## src/rtl/clock_disp_pkg.sv

```systemverilog
// rtl/clock_disp_pkg.sv - shared constants, segment patterns and scan FSM states for the digit latch scanner
package clock_disp_pkg;

  localparam int NUM_DIGITS = 6;

  // Segment patterns, {a,b,c,d,e,f,g}, active high
  localparam logic [6:0] SEG_0     = 7'b1111110;
  localparam logic [6:0] SEG_1     = 7'b0110000;
  localparam logic [6:0] SEG_2     = 7'b1101101;
  localparam logic [6:0] SEG_3     = 7'b1111001;
  localparam logic [6:0] SEG_4     = 7'b0110011;
  localparam logic [6:0] SEG_5     = 7'b1011011;
  localparam logic [6:0] SEG_6     = 7'b1011111;
  localparam logic [6:0] SEG_7     = 7'b1110000;
  localparam logic [6:0] SEG_8     = 7'b1111111;
  localparam logic [6:0] SEG_9     = 7'b1111011;
  localparam logic [6:0] SEG_BLANK = 7'b0000000;

  typedef enum logic [2:0] {IDLE, SETUP, STROBE, HOLD, NEXT} scan_state_e;

  typedef enum logic [2:0] {D_HT, D_HO, D_MT, D_MO, D_ST, D_SO} digit_idx_e;

  // Digit 0 (Ht) sits in the top nibble of the packed word
  function automatic logic [3:0] digit_of(input logic [23:0] d, input int i);
    return d[4*(NUM_DIGITS-1-i) +: 4];
  endfunction

  function automatic logic [2:0] first_dirty(input logic [NUM_DIGITS-1:0] m);
    logic [2:0] r;
    r = '0;
    for (int i = NUM_DIGITS-1; i >= 0; i--) begin
      if (m[i]) r = 3'(i);
    end
    return r;
  endfunction

endpackage

```

## src/rtl/bcd_to_seg7.sv

```systemverilog
// rtl/bcd_to_seg7.sv - combinational BCD to {a..g} decoder, codes above 9 are blank
module bcd_to_seg7
  import clock_disp_pkg::*;
(
  input  logic [3:0] bcd_i,
  output logic [6:0] seg_o
);

  always_comb begin
    seg_o = SEG_BLANK;
    case (bcd_i)
      4'd0:    seg_o = SEG_0;
      4'd1:    seg_o = SEG_1;
      4'd2:    seg_o = SEG_2;
      4'd3:    seg_o = SEG_3;
      4'd4:    seg_o = SEG_4;
      4'd5:    seg_o = SEG_5;
      4'd6:    seg_o = SEG_6;
      4'd7:    seg_o = SEG_7;
      4'd8:    seg_o = SEG_8;
      4'd9:    seg_o = SEG_9;
      default: seg_o = SEG_BLANK;
    endcase
  end

endmodule

```

## src/rtl/digit_latch_scanner.sv

```systemverilog
// rtl/digit_latch_scanner.sv - writes changed BCD digits onto a shared segment bus with one latch strobe per digit
// Define SCAN_LZB_EN to blank a leading zero in the Ht slot under lzb_i.
module digit_latch_scanner
  import clock_disp_pkg::*;
#(
  parameter int STROBE_LEN    = 1,
  parameter int REFRESH_SCANS = 60
) (
  input  logic        clk,
  input  logic        rst_n,
  input  logic [23:0] digits_i,
  input  logic        update_i,
  input  logic        force_i,
  input  logic        lzb_i,
  output logic [6:0]  seg_o,
  output logic [5:0]  le_o,
  output logic        busy_o,
  output logic        done_o
);

  localparam int STB_W = (STROBE_LEN > 1) ? $clog2(STROBE_LEN) : 1;
  localparam int CNT_W = (REFRESH_SCANS > 1) ? $clog2(REFRESH_SCANS) : 1;

  scan_state_e           state_q, state_d;
  logic [23:0]           scan_q, scan_d, shadow_q, shadow_d;
  logic [NUM_DIGITS-1:0] mask_q, mask_d, dirty, rest;
  logic [2:0]            idx_q, idx_d;
  logic [STB_W-1:0]      stb_cnt_q, stb_cnt_d;
  logic [CNT_W-1:0]      refresh_cnt_q, refresh_cnt_d;
  logic                  shadow_vld_q, shadow_vld_d;
  logic                  pend_q, pend_d, pend_force_q, pend_force_d;
  logic                  accept, finish, full, busy, lzb_dirty, blank;
  logic [3:0]            cur_digit, enc_bcd;
  logic [6:0]            enc_seg;

`ifdef SCAN_LZB_EN
  logic scan_lzb_q, scan_lzb_d, shadow_lzb_q, shadow_lzb_d;

  always_comb begin
    scan_lzb_d   = accept ? lzb_i : scan_lzb_q;
    shadow_lzb_d = finish ? scan_lzb_q : shadow_lzb_q;
  end

  always_ff @(posedge clk or negedge rst_n) begin
    if (!rst_n) begin
      scan_lzb_q   <= 1'b0;
      shadow_lzb_q <= 1'b0;
    end else begin
      scan_lzb_q   <= scan_lzb_d;
      shadow_lzb_q <= shadow_lzb_d;
    end
  end

  assign lzb_dirty = lzb_i != shadow_lzb_q;
  assign blank     = scan_lzb_q && (idx_q == D_HT) && (cur_digit == 4'd0);
`else
  logic unused_lzb;
  assign unused_lzb = lzb_i;
  assign lzb_dirty  = 1'b0;
  assign blank      = 1'b0;
`endif

  // Code 4'hF decodes to blank, which lets leading-zero blanking reuse the decoder
  assign cur_digit = digit_of(scan_q, int'(idx_q));
  assign enc_bcd   = blank ? 4'hF : cur_digit;

  bcd_to_seg7 u_enc (
    .bcd_i (enc_bcd),
    .seg_o (enc_seg)
  );

  always_comb begin
    dirty = '0;
    for (int i = 0; i < NUM_DIGITS; i++) begin
      dirty[i] = digit_of(digits_i, i) != digit_of(shadow_q, i);
    end
    dirty[D_HT] = dirty[D_HT] | lzb_dirty;
  end

  always_comb begin
    state_d       = state_q;
    scan_d        = scan_q;
    shadow_d      = shadow_q;
    mask_d        = mask_q;
    idx_d         = idx_q;
    stb_cnt_d     = stb_cnt_q;
    refresh_cnt_d = refresh_cnt_q;
    shadow_vld_d  = shadow_vld_q;
    pend_d        = pend_q;
    pend_force_d  = pend_force_q;
    accept        = 1'b0;
    finish        = 1'b0;
    full          = 1'b0;
    rest          = mask_q & ~(NUM_DIGITS'(1) << idx_q);
    busy          = (state_q != IDLE);
    seg_o         = '0;
    le_o          = '0;
    done_o        = 1'b0;

    case (state_q)
      IDLE: begin
        if (update_i || force_i || pend_q) begin
          accept = 1'b1;
          full   = !shadow_vld_q || force_i || pend_force_q ||
                   (refresh_cnt_q == CNT_W'(REFRESH_SCANS-1));
          mask_d  = full ? '1 : dirty;
          idx_d   = first_dirty(mask_d);
          state_d = (mask_d != '0) ? SETUP : NEXT;
          scan_d  = digits_i;
          pend_d       = 1'b0;
          pend_force_d = 1'b0;
          if (refresh_cnt_q == CNT_W'(REFRESH_SCANS-1)) refresh_cnt_d = '0;
          else                                           refresh_cnt_d = refresh_cnt_q + CNT_W'(1);
        end
      end
      SETUP: begin
        seg_o     = enc_seg;
        stb_cnt_d = '0;
        state_d   = STROBE;
      end
      STROBE: begin
        seg_o = enc_seg;
        le_o  = 6'b1 << idx_q;
        if (stb_cnt_q == STB_W'(STROBE_LEN-1)) state_d = HOLD;
        else                                   stb_cnt_d = stb_cnt_q + STB_W'(1);
      end
      HOLD: begin
        seg_o  = enc_seg;
        mask_d = rest;
        if (rest != '0) begin
          idx_d   = first_dirty(rest);
          state_d = SETUP;
        end else begin
          done_o  = 1'b1;
          finish  = 1'b1;
          state_d = IDLE;
        end
      end
      NEXT: begin
        done_o  = 1'b1;
        finish  = 1'b1;
        state_d = IDLE;
      end
      default: state_d = IDLE;
    endcase

    if (finish) begin
      shadow_d     = scan_q;
      shadow_vld_d = 1'b1;
    end
    // Requests during a scan merge into a single queued scan; force stays sticky
    if (busy && (update_i || force_i)) begin
      pend_d       = 1'b1;
      pend_force_d = pend_force_q | force_i;
    end
  end

  assign busy_o = busy;

  always_ff @(posedge clk or negedge rst_n) begin
    if (!rst_n) begin
      state_q       <= IDLE;
      scan_q        <= '0;
      shadow_q      <= '0;
      mask_q        <= '0;
      idx_q         <= '0;
      stb_cnt_q     <= '0;
      refresh_cnt_q <= '0;
      shadow_vld_q  <= 1'b0;
      pend_q        <= 1'b0;
      pend_force_q  <= 1'b0;
    end else begin
      state_q       <= state_d;
      scan_q        <= scan_d;
      shadow_q      <= shadow_d;
      mask_q        <= mask_d;
      idx_q         <= idx_d;
      stb_cnt_q     <= stb_cnt_d;
      refresh_cnt_q <= refresh_cnt_d;
      shadow_vld_q  <= shadow_vld_d;
      pend_q        <= pend_d;
      pend_force_q  <= pend_force_d;
    end
  end

endmodule

```

## config.mk

```make
export PLATFORM = sky130hd
export DESIGN_NAME = digit_latch_scanner
export DESIGN_NICKNAME = d
export VERILOG_FILES = /design/src/rtl/clock_disp_pkg.sv /design/src/rtl/bcd_to_seg7.sv /design/src/rtl/digit_latch_scanner.sv
export SDC_FILE = /design/constraint.sdc
export NUM_CORES = 1
export LEC_CHECK = 0
export BUFFER_PORTS_ARGS = -buffer_cell sky130_fd_sc_hd__buf_2
export CAP_MARGIN = 40
export CELL_PAD_IN_SITES_DETAIL_PLACEMENT = 1
export CELL_PAD_IN_SITES_GLOBAL_PLACEMENT = 1
export CORE_UTILIZATION = 42
export CTS_BUF_LIST = sky130_fd_sc_hd__clkbuf_4 sky130_fd_sc_hd__clkbuf_8
export DETAILED_ROUTE_END_ITERATION = 8
export PLACE_DENSITY = 0.8
export SKIP_CTS_REPAIR_TIMING = 1
export SLEW_MARGIN = 20
export SYNTH_ARGS = -nofsm -noshare
export SYNTH_HDL_FRONTEND = slang
export SYNTH_SLANG_ARGS = --single-unit
```

## constraint.sdc

```tcl
create_clock -name clk -period 3.05 [get_ports clk]
set_clock_uncertainty 0.2 [all_clocks]
set_input_delay 0.7625 -clock clk [delete_from_list [all_inputs] [get_ports clk]]
set_output_delay 0.7625 -clock clk [all_outputs]
set_load 0.02 [all_outputs]
```

After elaboration in Yosys (flattened, before gate mapping)
Memories as Yosys holds them, arrays and structs flattened.
Cells that the tools add are included.
{"block": "classes", "add_sub_neg": 3, "n_eq_ne": 14, "n_shift": 2, "mux": 34, "n_bitwise": 3, "reduce_logical": 21}
{"operator": "3-bit 2-to-1 mux", "n": 17}
{"operator": "6-bit 2-to-1 mux", "n": 4}
{"operator": "4-bit inequality test", "n": 6}
{"operator": "24-bit by 6-bit variable part select with 4-bit output", "n": 1}
{"operator": "3-bit case mux with 4 select lines", "n": 1}
{"operator": "6-bit case mux with 2 select lines", "n": 1}
{"operator": "6-bit nonzero test", "n": 2}
{"operator": "2-bit AND reduction", "n": 4}
{"operator": "2-bit nonzero test", "n": 4}
{"operator": "1-bit 2-to-1 mux", "n": 7}
{"operator": "7-bit 2-to-1 mux", "n": 1}
{"operator": "6-bit by 1-bit adder with 6-bit output (second input constant)", "n": 1}
{"operator": "6-bit AND", "n": 1}
{"operator": "3-bit by 2-bit == test with 1-bit output (second input constant)", "n": 2}
{"operator": "6-bit == test (second input constant)", "n": 1}
{"operator": "2-bit inequality test (second input constant)", "n": 3}
{"operator": "6-bit NOT", "n": 1}
{"operator": "3-bit case mux with 2 select lines", "n": 1}
{"operator": "1-bit by 3-bit left shift with 6-bit output (first input constant)", "n": 1}
{"operator": "1-bit logical OR", "n": 5}
{"operator": "1-bit case mux with 2 select lines", "n": 2}
{"operator": "3-bit by 3-bit subtractor with 4-bit output (first input constant)", "n": 1}
{"operator": "3-bit by 1-bit == test with 1-bit output (second input constant)", "n": 1}
{"operator": "3-bit == test (second input constant)", "n": 1}
{"operator": "8 further kinds", "n": 8}
{"block": "totals", "reg_bits": 70, "mem_bits_ro": 112, "in_bits": 29, "output_inout_bits": 15, "n_memories": 1}
{"memory": "(name not given)", "depth": 16, "word_bits": 7, "read_ports": 1, "rd_ports_with_merged_regs": 0, "write_ports": 0, "line": "bcd_to_seg7.sv:11", "rtl": "case (bcd_i)"}

Depth between registers and ports, before layout
Gate-level depths: netlist of the first run.
{"block": "logic_depth", "depth_word": 13, "ltp_mapped": 10, "mapped_depth_nobuf": 9}

Cells and area by module
A second synthesis of the first run with hierarchy kept.
{"block": "unflattened", "hier_cells": 397, "area_unflattened_um2": 3784.9}
{"mod": "digit_latch_scanner", "n_inst": 1, "cells_each": 367, "area_each_um2": 3570.9, "seq_area_each_um2": 1726.7}
{"mod": "bcd_to_seg7", "n_inst": 1, "cells_each": 30, "area_each_um2": 214.0, "seq_area_each_um2": 0.0}

Worst setup path before layout of the first run
OpenSTA, ideal clock, no wires.
{"block": "synth_timing", "path_kind": "register to output", "start": "reg idx_q[1]", "end": "out seg_o[2]", "t_arrival_ns": 2.422, "required_ns": 2.088, "setup_slack_ns": -0.335, "stages_incl_launch_ff": 9, "n_path_buf": 1, "path_cell_list": "dfrtp_1 ha_1 buf_2 mux2i_1 o22ai_1 nor2_1 ha_1 a21oi_1 nor4_1"}
{"block": "synth_via", "elab_chain_cells": 4}
{"item": "from (decl)", "line": "digit_latch_scanner.sv:27", "rtl": "logic [2:0] idx_q, idx_d;"}
{"item": "from (signal assigned)", "line": "digit_latch_scanner.sv:177", "rtl": "idx_q <= idx_d;"}
{"item": "3-bit by 3-bit subtractor with 4-bit output", "line": "clock_disp_pkg.sv:25", "rtl": "return d[4*(NUM_DIGITS-1-i) +: 4];"}
{"item": "24-bit by 6-bit variable part select with 4-bit output", "line": "clock_disp_pkg.sv:25"}
{"item": "memory 16 x 7 bit"}
{"item": "7-bit 2-to-1 mux", "line": "digit_latch_scanner.sv:100", "rtl": "case (state_q)"}
{"item": "to (decl)", "line": "digit_latch_scanner.sv:15", "rtl": "output logic [6:0] seg_o,"}
No other way between the ends.

Worst setup path in the final report of the first run
Ends and elaborated chain as after synthesis.

==> impl_metrics.json, run 1 <==
{
  "portBuffers": 42,
  "cts_made_buffers": 9,
  "grt_setup_unrepaired": "yes",
  "drt_wl_total_mm": 11.1,
  "syn_area_um2": 3810,
  "slew_violations": 0,
  "ys_async_sr_fraction_pct": 100,
  "reg2reg_depth": 7,
  "viasPerCell": 5.72,
  "dr.first_iter.drc_count": 149,
  "ys_seq_area_share_pct": 45.3,
  "core_um2": 8760,
  "row_count": 34,
  "setup_viol": 8,
  "route.detailed.drc": 0,
  "path_clk_slew_ns": 0.08,
  "detail-route-antenna-nets": 0,
  "clock_path_buffers": 2,
  "insertion_delay_ns": 0.35,
  "power_leakage_nw": 2.14,
  "antenna_found_initial": 0,
  "critPathCaptureType": "output port",
  "vias": 3341,
  "worstMarginPinSlew_ns": 0.737,
  "wire_per_inst_um": 19.0,
  "ys_seq_elements": 69,
  "dieArea_um2": 9450,
  "cts_tree": "yes",
  "ir_worst_vdd_mv": 0.492,
  "synth_cell_types": 51,
  "startpoint_type": "flip-flop",
  "area_growth_pct": 24.2,
  "dpl_cell_area_um2": 4320,
  "first_pass_iters": 4,
  "syn_inst": 405,
  "grt_max_degree": 43,
  "syn-num-nets": 440,
  "finalHoldViolCount": 0,
  "fmax_mhz": 273,
  "yosysWarnings": 0,
  "cts-root-buf": "clkbuf_8",
  "fin_setup_tns_ns": -3.85,
  "start_util_pct": 43.4,
  "die_w_um": 97.2,
  "grt_use_total_pct": 22.7,
  "synth_edf_count": 0,
  "dieHeight_um": 97.2,
  "synth_ff_type": "dfrtp_1",
  "grt_overflow": 0,
  "clock_sinks": 69,
  "cp_data_arrival_time_ns": 2.70,
  "drive_gt1_share_pct": 29.6,
  "final_util_pct": 53.9,
  "final_area_um2": 4730,
  "nets": 507,
  "cp_max_fo": 7,
  "outcome": "finished with violations",
  "syn_avg_cell_area_um2": 9.40,
  "grt_pass1_wl_mm": 16.9,
  "slew_headroom_pct": 50.4,
  "diodes": 0,
  "fin_crit_sh_pct": 120,
  "crit_type": "flip-flop to output port",
  "instances_no_fill": 584,
  "grt_pass1_vias": 3427,
  "io_pins": 44,
  "dp_cells": 561,
  "powerDensity_nw_per_um2": 1330,
  "violations": "negative setup slack",
  "setup_ws_ns": -0.613,
  "place_congestion": 0.873,
  "hp-class": "primary input to async pin",
  "h-tree-depth": 3,
  "dp_hpwl_mm": 7.43,
  "drv_cap": 0,
  "fin_crit_ns": 3.66,
  "required_ns": 2.09
}
==> power by group <==
group	internal, mW	switching, mW	leakage (nW)	total (mW)
sequential	1.35	0.403	0.858	1.75
clock	0.404	0.350	0.103	0.754
combinational	1.71	2.06	1.18	3.77
==> cell usage in the layout (no fill, tap or decap), types with 3 or more instances in the layout <==
cell type / n
a21oi_1: 9
ha_4: 3
mux2i_2: 3
xnor2_1: 21
o21ai_0: 17
nor3_1: 13
clkbuf_8: 10
nand4_1: 7
buf_4: 31
nand3_1: 3
nor2b_1: 4
mux2i_1: 9
a21oi_2: 7
o21ai_1: 3
nor4_1: 3
nor2_1: 24
buf_6: 5
nor2_2: 4
ha_1: 3
mux2_2: 10
buf_2: 37
nand2b_1: 5
a31oi_1: 3
xor2_1: 4
inv_1: 5
nand3b_1: 4
nand2_1: 85
o22ai_1: 3
mux2_1: 18
or2_2: 3
dfrtp_1: 68
o22ai_2: 4
==> critical path: stages (launching register included) <==
cell and delay (ns):
dfrtp_2 0.46, ha_4 0.33, buf_6 0.12, buf_6 0.10, mux2i_2 0.34, mux2_2 0.24
o22a_1 0.22, a21oi_1 0.12, nor4_2 0.24, buf_4 0.19
==> logic make-up after synthesis <==
group           after synthesis  synth area share (%)
compound gates               68                  11.6
xor+xnor                     25                  5.75
fa+ha+maj                     6                  1.97
buf+inv                      24                  2.86
flops                        69                  45.4
mux                          41                  11.7
simple gates                172                  20.8
==> synthesized netlist by cell type, types with 2 or more instances <==
master | instances | share of area, %
nand2_1 | 85 | 8.4
dfrtp_1 | 69 | 45
nor2_1 | 30 | 3.0
o21ai_0 | 22 | 2.9
xnor2_1 | 21 | 4.8
mux2_1 | 18 | 5.3
a21oi_1 | 16 | 2.1
nor3_1 | 14 | 1.8
clkbuf_1 | 13 | 1.3
mux2i_1 | 13 | 3.4
mux2_2 | 10 | 3.0
nand4_1 | 7 | 1.2
ha_1 | 6 | 2.0
inv_1 | 6 | 0.59
o22ai_1 | 6 | 0.99
nand2b_1 | 5 | 0.82
nand3b_1 | 4 | 0.79
nor2b_1 | 4 | 0.66
nor4_1 | 4 | 0.66
xor2_1 | 4 | 0.92
a31oi_1 | 3 | 0.49
buf_2 | 3 | 0.39
nand3_1 | 3 | 0.39
or2_2 | 3 | 0.49
a21o_1 | 2 | 0.39
and3_1 | 2 | 0.33
and4_1 | 2 | 0.46
buf_6 | 2 | 0.59
nor3b_1 | 2 | 0.39
o22a_1 | 2 | 0.46
o2bb2ai_1 | 2 | 0.46
or3_1 | 2 | 0.33
or3b_2 | 2 | 0.46
==> final cells by class <==
cell class	instances	area (um2)
Clock buffer	11	145
Tap cell	108	135
Multi-Input combinational cell	312	2150
Fill cell	994	4040
Inverter	6	22.5
Sequential cell	69	1730
Clock inverter	4	48.8
Timing Repair Buffer	74	494
==> path summary, 6_finish.rpt <==
path | start | to | slack (ns)
setup / recovery | idx_q[1] | seg_o[2] | -0.61
hold / removal | rst_n | refresh_cnt_q[5] | 0.24
setup reg to reg | idx_q[1] | shadow_q[12] | 0.36
hold reg to reg | shadow_vld_q | shadow_vld_q | 0.27
max in group asynchronous | rst_n | shadow_q[12] | 1.75
min in group clk | shadow_vld_q | shadow_vld_q | 0.27
==> stage by stage <==
stage / setup WS [ns] / hold slack (ns) / power (mW)
after detailed placement: -0.178 / 0.257 / 4.83
after CTS: -0.566 / 0.251 / 5.62
after floorplan: -0.0362 / 0.230 / 3.84
after global placement: -0.0918 / 0.255 / 4.66
after global routing: -0.681 / 0.290 / 6.69
final: -0.613 / 0.244 / 6.28
==> layer usage <==
layer / track usage [%] / vias up / part of all wire, %
met4: 9.05 / 0 / 2.9
met3: 2.95 / 32 / 3.1
met5: 0 / - / 0
li1: - / 1548 / -
met1: 28.1 / 1680 / 43
met2: 40.1 / 81 / 51
==> flip-flops by register name, indices dropped and copies added (netlist names) <==
register / cells
idx_q: 3
mask_q: 6
pend_force_q: 1
pend_q: 1
refresh_cnt_q: 6
scan_q: 24
shadow_q: 24
shadow_vld_q: 1
state_q: 3
Power figures use the tool's default switching activity.
==> inputs of run 2 (changes only) <==
ABC_AREA = 1   (was not set)
CORE_UTILIZATION = 40   (was 42)
==> run 2 against run 1 <==
  * The run still ends with negative setup slack left
  * Via count is 8.5% higher
  * Clock power up 0.5%
  * Fmax rose by 10%
  * Global-route usage is 0.091 points lower
  * Area after synthesis is 4.7% higher
  * Sequential power is 9.7% lower
  * Worst hold slack gained 0.023 ns
  * Worst setup slack improved by 0.34 ns
  * Final cell count grew 25%
  * Sequential cell count is the same
  * Die area rose by 9.7%
  * Largest power group unchanged
  * Highest routed layer unchanged
==> impl_metrics.json, run 2 <==
{
  "outcome": "finished with violations",
  "violations": "negative setup slack",
  "cts_made_buffers": 9,
  "yosysTopAreaCell": "dfrtp_1",
  "setup_ws_ns": -0.271,
  "core_um2": 9730,
  "syn_inst": 531,
  "holdWs_ns": 0.267,
  "ys_seq_area_share_pct": 43.3,
  "power_leakage_nw": 2.35,
  "grt_pass1_wl_mm": 17.9,
  "ys_seq_elements": 69,
  "slew_violations": 0,
  "viasPerCell": 4.98,
  "cp_data_arrival_time_ns": 2.36,
  "reg_top3": "scan_q (24), shadow_q (24)",
  "critPathCaptureType": "output port",
  "synth_cell_types": 37,
  "crit_path_end": "seg_o[1]",
  "h-tree-depth": 3,
  "portBuffers": 42,
  "grt_pass1_vias": 3761,
  "fin_crit_sh_pct": 109,
  "reg2reg_from": "idx_q[0]",
  "start_util_pct": 41.0,
  "startpoint_type": "flip-flop",
  "place_congestion": 0.908,
  "instances_no_fill": 728,
  "ff_latch_area_um2": 1730,
  "drv_cap": 0,
  "route.detailed.drc": 0,
  "syn_area_um2": 3990,
  "r2r_end": "shadow_q[6]",
  "syn_avg_cell_area_um2": 7.50,
  "ys_async_sr_fraction_pct": 100,
  "rrSetupSlack_ns": 0.36,
  "dieHeight_um": 102,
  "grt_setup_unrepaired": "yes",
  "yosysTopAreaCellShare_pct": 43.3,
  "cp_max_fo": 7,
  "final_common_cell": "nand2_1",
  "detail-route-antenna-nets": 0,
  "ir_worst_vdd_mv": 0.712,
  "insertion_delay_ns": 0.35,
  "cts-root-buf": "clkbuf_8",
  "setup_viol": 7,
  "row_count": 36,
  "cts_tree": "yes",
  "mostFrequentLayoutCells": "nand2_1 (160), dfrtp_1 (69), inv_1 (63)",
  "reg2reg_depth": 13,
  "diodes": 0,
  "synth_edf_count": 0,
  "worstMarginPinSlew_ns": 0.742,
  "crit_type": "flip-flop to output port",
  "dp_cells": 708,
  "grt_overflow": 0,
  "grt_max_degree": 45,
  "dp_hpwl_mm": 8.20,
  "grt_use_total_pct": 22.6,
  "yosys-top-cells-area": "dfrtp_1 (43%), nand2_1 (16%), inv_1 (6.3%)",
  "clock_sinks": 69,
  "slew_headroom_pct": 50.5,
  "synth_ff_type": "dfrtp_1",
  "fmax_mhz": 301,
  "finalHoldViolCount": 0,
  "die_w_um": 102,
  "powerDensity_nw_per_um2": 1320,
  "io_pins": 44,
  "antenna_found_initial": 0,
  "synth_commonest_cells": "nand2_1 (167), dfrtp_1 (69), inv_1 (67), nor2_1 (63), o21ai_0 (28)",
  "dieArea_um2": 10400,
  "multiInputGateArea_um2": 2020,
  "fin_crit_ns": 3.32,
  "hp-class": "primary input to async pin",
  "required_ns": 2.09,
  "synth_most_common_cell": "nand2_1",
  "fin_total_pwr_mw": 6.33,
  "critPathLaunch": "idx_q[2]",
  "vias": 3625,
  "dr.first_iter.drc_count": 117,
  "syn-num-nets": 566,
  "drive_gt1_share_pct": 26.6,
  "wire_per_inst_um": 15.4,
  "clock_path_buffers": 2,
  "nets": 627,
  "yosysWarnings": 0,
  "path_clk_slew_ns": 0.08,
  "first_pass_iters": 4,
  "drt_wl_total_mm": 11.2,
  "fillers": 1255,
  "area_growth_pct": 20.8
}
[run 2: per-stage QoR]
stage               setup TNS, ns  util (%)  cell area (um2)  setup WS (ns)
detailed placement         -0.341      45.0             4380         -0.126
finish                      -1.75      49.5             4810         -0.271
CTS                         -3.00      47.0             4570         -0.516
floorplan                       0         -             3990         0.0173
global route                -2.63      49.5             4810         -0.426
global placement           -0.117      45.0             4380        -0.0699
[run 2: area by class of cell]
type	instances	area share, %
inverter	73	5.80
tap	133	3.46
sequential	69	35.9
timing repair buffer	64	8.89
multi-input combinational	375	42.1
clock buffer	12	3.17
clock inverter	2	0.728
[run 2: critical path, stage by stage (launching register included)]
cell and delay [ns]:
dfrtp_1 0.42, ha_4 0.33, o21ai_1 0.08, o21ai_1 0.14
nand2_1 0.08, nand2_1 0.09, nand2_2 0.12, buf_6 0.16
ha_4 0.16, inv_2 0.05, nand2_2 0.06, a21oi_2 0.14
nor2_2 0.05, buf_6 0.13
[run 2: how the worst min path moves through the flow]
stage                 startpoint           end  slack [ns]  cells after the start
global placement    shadow_vld_q  shadow_vld_q        0.26                      1
floorplan           shadow_vld_q  shadow_vld_q        0.24                      1
detailed placement     scan_q[0]   shadow_q[0]        0.28                      2
global route               rst_n    state_q[1]        0.30                      1
CTS                        rst_n    state_q[1]        0.28                      1
finish                     rst_n    state_q[1]        0.27                      1
[run 2: where the power goes]
| group | total, mW | switching, mW | internal [mW] |
|---|---|---|---|
| Clock | 0.758 | 0.349 | 0.409 |
| Sequential | 1.58 | 0.291 | 1.29 |
| Combinational | 3.99 | 2.36 | 1.62 |
| Total | 6.33 | 3.00 | 3.33 |
[run 2: per-layer routing]
metal  routed length [um]  track usage, %  share of wire [%]
met2                 5900            40.1                 53
met5                    0               0                  0
met1                 4870            28.3                 43
met4                  169            6.92                1.5
met3                  290            3.76                2.6
[run 2: kinds of logic after synthesis]
logic type | after synthesis | synth area share (%)
AOI/OAI and AO/OA | 79 | 12.5
xor gates and xnor gates | 7 | 1.54
adders and majority gates | 6 | 1.88
buffers and inverters | 87 | 10.0
DFF | 69 | 43.3
and+or+nand+nor | 283 | 30.7
